[src/rtl/pipelined_adder.sv]
// ---------------------------------------------------------------------------
// pipelined_adder
//
// Two-stage pipelined 32-bit adder with valid/ready handshakes on both sides.
// The carry chain is cut at bit 16 so that no cycle adds more than 17 bits:
//   S1: low half    A[15:0]  + B[15:0]  + carry_in -> lo_sum, c16
//   S2: high half   A[31:16] + B[31:16] + c16      -> out, carry_out, overflow
//
// Ports
//   clk        in   1   sole clock, rising edge
//   reset      in   1   synchronous, active-high reset
//   in_valid   in   1   upstream operand set valid
//   in_ready   out  1   block accepts an operand set this cycle
//   input1     in   32  addend A
//   input2     in   32  addend B
//   carry_in   in   1   carry into bit 0
//   out_valid  out  1   output registers hold a valid result
//   out_ready  in   1   downstream accepts the result this cycle
//   out        out  32  registered sum A+B+carry_in mod 2^32
//   carry_out  out  1   carry out of bit 31
//   overflow   out  1   signed two's-complement overflow
// ---------------------------------------------------------------------------
module pipelined_adder (
  input  logic        clk,
  input  logic        reset,
  input  logic        in_valid,
  output logic        in_ready,
  input  logic [31:0] input1,
  input  logic [31:0] input2,
  input  logic        carry_in,
  output logic        out_valid,
  input  logic        out_ready,
  output logic [31:0] out,
  output logic        carry_out,
  output logic        overflow
);

  // Stage-1 registers: low-half sum, its carry, and the untouched high
  // halves (bit 15 of each high half is A[31]/B[31], used for overflow).
  logic        s1_valid;
  logic [15:0] s1_lo_sum;
  logic        s1_c16;
  logic [15:0] s1_a_hi;
  logic [15:0] s1_b_hi;

  // Handshake control.
  logic s2_en;    // output register may load this cycle
  logic s1_adv;   // S1 content moves into S2 this cycle
  logic in_xfer;  // operand set accepted this cycle

  // Combinational halves of the adder; each is at most 17 bits wide.
  logic [16:0] lo_sum;
  logic [16:0] hi_sum;

  // The output register can take new data when it is empty or being drained.
  // in_ready looks through S2 so a full pipeline keeps streaming at one
  // operand set per cycle while out_ready is high.
  assign s2_en    = !out_valid || out_ready;
  assign s1_adv   = s1_valid && s2_en;
  assign in_ready = !reset && (!s1_valid || s2_en);
  assign in_xfer  = in_valid && in_ready;

  assign lo_sum = {1'b0, input1[15:0]} + {1'b0, input2[15:0]} + {16'd0, carry_in};
  assign hi_sum = {1'b0, s1_a_hi} + {1'b0, s1_b_hi} + {16'd0, s1_c16};

  // NOTE: sequential state uses non-blocking assignments only, so every
  // register samples the pre-edge value of every other register.
  always_ff @(posedge clk) begin
    if (reset) begin
      s1_valid <= 1'b0;
    end else if (in_xfer) begin
      s1_valid <= 1'b1;
    end else if (s1_adv) begin
      s1_valid <= 1'b0;
    end
  end

  // NOTE: S1 payload has no reset; s1_valid qualifies it, and leaving the
  // data registers out of reset keeps the reset net off the datapath.
  always_ff @(posedge clk) begin
    if (in_xfer) begin
      s1_lo_sum <= lo_sum[15:0];
      s1_c16    <= lo_sum[16];
      s1_a_hi   <= input1[31:16];
      s1_b_hi   <= input2[31:16];
    end
  end

  // Output stage. The result fields are reset because they are visible on
  // the ports and must read zero during reset. When S2 is enabled but S1 is
  // empty, only out_valid drops; the stale data stays put.
  always_ff @(posedge clk) begin
    if (reset) begin
      out_valid <= 1'b0;
      out       <= '0;
      carry_out <= 1'b0;
      overflow  <= 1'b0;
    end else if (s2_en) begin
      out_valid <= s1_valid;
      if (s1_valid) begin
        out       <= {hi_sum[15:0], s1_lo_sum};
        carry_out <= hi_sum[16];
        // Same-sign operands whose sum flips sign overflowed.
        overflow  <= (s1_a_hi[15] == s1_b_hi[15]) && (hi_sum[15] != s1_a_hi[15]);
      end
    end
  end

endmodule

[config.mk]
export PLATFORM = sky130hd
export DESIGN_NAME = pipelined_adder
export DESIGN_NICKNAME = d
export VERILOG_FILES = /design/src/rtl/pipelined_adder.sv
export SDC_FILE = /design/constraint.sdc
export NUM_CORES = 1
export LEC_CHECK = 0
export CORE_MARGIN = 4
export CORE_UTILIZATION = 45
export DETAILED_ROUTE_END_ITERATION = 10
export HOLD_SLACK_MARGIN = 0.05
export PLACE_DENSITY = 0.75
export REMOVE_ABC_BUFFERS = 1
export SYNTH_ARGS = -nofsm -noshare
export SYNTH_HDL_FRONTEND = slang
export SYNTH_SLANG_ARGS = --single-unit
[constraint.sdc]
create_clock -name clk -period 2.71 [get_ports clk]
set_input_delay 0.6775 -clock clk [delete_from_list [all_inputs] [get_ports clk]]
set_output_delay 0.6775 -clock clk [all_outputs]
set_load 0.005 [all_outputs]
==> results.rst <==
.. list-table::
   :header-rows: 1

   * - Metric
     - Value
   * - Run status
     - finished clean
   * - Clock Latency Late Sink
     - 0.35 ns
   * - Core ar.
     - 9200 um2
   * - Number of antenna repair diodes
     - 0
   * - Chip height
     - 105 um
   * - GRT Overall Usage
     - 0.176
   * - Layout cell share with drive strength beyond 1
     - 0.112
   * - CTS hold repair buffers
     - 0
   * - Overall overflow remaining after global route
     - 0
   * - Hold violation total from the final report
     - 0
   * - Static leakage
     - 0.00215 uW
   * - CTS tree
     - yes
   * - Final cell count without fillers
     - 639
   * - Worst min-delay path class
     - flip-flop to flip-flop
   * - Total count of max-transition violations in the final report
     - 0
   * - Clock-pin slew of the registers on the worst-case setup and hold paths
     - 0.08 ns
   * - Unrepaired setup endpoints after global routing
     - false
   * - Min cycle time layout
     - 2.63 ns
   * - TritonCTS Buffers
     - 9
   * - Starting Density
     - 0.459
   * - Final WL
     - 9690 um
   * - Initial DRC Count
     - 71
   * - Clock tree root buffer cell
     - sky130_fd_sc_hd__clkbuf_8
   * - First-pass detailed-route iteration total
     - 4
   * - CP Class
     - primary input to output port
   * - Slew margin rel.
     - 0.667
   * - Net count reported at finish
     - 626
   * - Largest vdd supply drop
     - 260 uV
   * - Remaining antenna violation count after routing
     - 0
   * - Detailed-route DRC error count
     - 0
   * - Number of buffers added on ports
     - 104
   * - Data arrival time of the worst path
     - 1.95 ns
   * - Antenna violations before repair
     - 0
   * - Count of unique library cells instantiated by Yosys
     - 48
   * - Clk sinks
     - 85
   * - Worst EP required
     - 2.03 ns
   * - Synthesis-stage register bit count
     - 85
   * - Number of flops mapped to enable cells by yosys
     - 49
   * - Ratio of final minimum period to clock period
     - 0.969
   * - Proportion of register bits with asynchronous set or reset after synthesis
     - 0
   * - Routability Congestion
     - 0.907
   * - Share of the core filled with cells in the final layout
     - 0.629
   * - Number of global-route vias before repair
     - 3,374
   * - Post-detailed-placement half-perimeter wirelength
     - 7310 um
   * - Power per cell area
     - 534 nW/um2
   * - Clock H-tree levels
     - 3
   * - Wire length of the first global-routing pass
     - 15,700 um
   * - Routed len/inst
     - 15.2 um
   * - Maximum net fanout on the critical path
     - 2
   * - Kind of start point of the critical path
     - primary input
   * - X dimension of the die
     - 105 um
   * - Post-Synthesis Cells
     - 399
   * - Actual slew at the worst max-slew pin
     - 0.495 ns
   * - Full die area
     - 11,000 um2
   * - Total I/O pin count
     - 105
   * - Post-Synthesis Cell Area
     - 4220 um2
   * - Top FF cell, synth
     - sky130_fd_sc_hd__edfxtp_1
   * - Worst clock skew
     - 0.0105 ns
   * - Worst slack, placed
     - -0.695 ns
   * - Post-layout worst setup margin
     - 0.0841 ns
   * - Category of the worst setup path capture point
     - output port
   * - Placed Instances
     - 622
   * - Highest attainable clock frequency
     - 381 MHz
   * - Vias after detailed routing
     - 3,476
   * - Vias per cell
     - 5.44
   * - Setup slack on the worst flop-to-flop path
     - 0.14 ns
   * - Count of synthesis-stage warnings from yosys
     - 0
   * - Layout Area Growth over Synthesis
     - 37.1%
   * - Fillcell total
     - 768
   * - Count of endpoints failing setup in the final report
     - 0
   * - Synthesized area per cell
     - 10.6 um2
   * - Register area share after synthesis
     - 0.519
   * - Max-Cap Viols
     - 0
   * - Maximum number of pins on one net before global-route repair
     - 34
   * - Row cnt
     - 35
   * - CTS max path bufs
     - 2
[cell usage after synthesis (7+ instances only)]
cell type,count,area share
sky130_fd_sc_hd__nor3_1,8,0.0095
sky130_fd_sc_hd__ha_1,30,0.089
sky130_fd_sc_hd__o21bai_1,9,0.016
sky130_fd_sc_hd__inv_1,7,0.0062
sky130_fd_sc_hd__a21o_1,8,0.014
sky130_fd_sc_hd__nor2_1,28,0.025
sky130_fd_sc_hd__edfxtp_1,49,0.35
sky130_fd_sc_hd__clkbuf_1,9,0.0080
sky130_fd_sc_hd__xnor2_1,16,0.033
sky130_fd_sc_hd__nand2_1,61,0.054
sky130_fd_sc_hd__o21ai_0,14,0.017
sky130_fd_sc_hd__dfxtp_1,36,0.17
sky130_fd_sc_hd__a21oi_1,49,0.058
[cells by family after synthesis]
group | share of synthesized area
AND/OR/NAND/NOR | 0.129
flip-flops | 0.519
XOR/XNOR | 0.0456
buffers and inverters | 0.0184
AO/OA/AOI/OAI | 0.180
adder cells (fa/ha/maj) | 0.108
[metal layers]
layer  up-vias  track usage  routed length (um)
li1       1709            -                   -
met1      1645        0.190                3930
met2       106        0.324                4930
met3        16       0.0544                 678
met4         0       0.0619                 147
met5         -            0                   0
[power breakdown]
group	internal, uW	leakage (uW)	switching, uW	total (uW)
Clock	525	0.000104	441	966
Sequential	1460	0.000755	30.6	1490
Combinational	341	0.00129	296	637
Total	2320	0.00215	768	3090
[stage by stage]
step                area (um2)  TNS, ns  power [uW]  hold WS (ns)
floorplan                 4170   -0.229        1840         0.442
global placement          5530    -4.83        2120         0.442
detailed placement        5530    -5.80        2140         0.448
CTS                       5760        0        3110         0.460
global route              5790        0        3240         0.478
finish                    5790        0        3090         0.455
[registers in the layout, summed over array words and instances, names as in the netlist]
register / count
s1_b_hi: 16
out: 32
s1_a_hi: 16
s1_c16: 1
carry_out: 1
overflow: 1
s1_valid: 1
out_valid: 1
s1_lo_sum: 16
[final cells by class]
cell class | instances | area (um2) | area share
clock inverters | 5 | 85.1 | 0.0147
well taps | 111 | 139 | 0.0240
inverters | 7 | 26.3 | 0.00454
multi-input cells | 294 | 1990 | 0.344
clock buffers | 11 | 131 | 0.0227
flip-flops and latches | 85 | 2190 | 0.379
repair buffers | 126 | 1220 | 0.211
[final timing paths]
| path | startpoint | to | depth (start not counted) |
|---|---|---|---|
| setup / recovery | out_ready | in_ready | 4 |
| hold / removal | out[21] | out[21] | 2 |
| setup reg to reg | s1_c16 | out[24] | 8 |
| hold reg to reg | out[21] | out[21] | 2 |
[repair_timing]
| item | CTS | global route |
|---|---|---|
| pin swaps | 6 | 9 |
| setup endpoints to repair | 10 | 10 |
| resized for setup | 7 | 9 |
| setup buffers | 1 | 1 |
[worst max-delay path: stages]
cell and delay [ns]:
sky130_fd_sc_hd__clkdlybuf4s50_1 0.46, sky130_fd_sc_hd__nor2b_1 0.06, sky130_fd_sc_hd__a21oi_1 0.21, sky130_fd_sc_hd__clkdlybuf4s50_1 0.54
[layout by cell type, fill, tap and decap left out, types with 3 or more instances in the layout]
cell	synthesis	routed
sky130_fd_sc_hd__a211oi_1	5	4
sky130_fd_sc_hd__a211oi_2	3	3
sky130_fd_sc_hd__a21o_1	8	8
sky130_fd_sc_hd__a21oi_1	49	48
sky130_fd_sc_hd__a31oi_1	5	5
sky130_fd_sc_hd__buf_4	0	20
sky130_fd_sc_hd__clkbuf_8	0	9
sky130_fd_sc_hd__clkdlybuf4s50_1	0	100
sky130_fd_sc_hd__dfxtp_1	36	36
sky130_fd_sc_hd__edfxtp_1	49	49
sky130_fd_sc_hd__fa_2	0	3
sky130_fd_sc_hd__ha_1	30	30
sky130_fd_sc_hd__inv_1	7	7
sky130_fd_sc_hd__nand2_1	61	61
sky130_fd_sc_hd__nand3_1	4	4
sky130_fd_sc_hd__nor2_1	28	28
sky130_fd_sc_hd__nor3_1	8	8
sky130_fd_sc_hd__nor3b_1	4	4
sky130_fd_sc_hd__o211ai_1	6	6
sky130_fd_sc_hd__o21ai_0	14	14
sky130_fd_sc_hd__o21bai_1	9	9
sky130_fd_sc_hd__xnor2_1	16	16
sky130_fd_sc_hd__xor2_1	6	6
No activity file was read; power rests on OpenSTA's default activity.
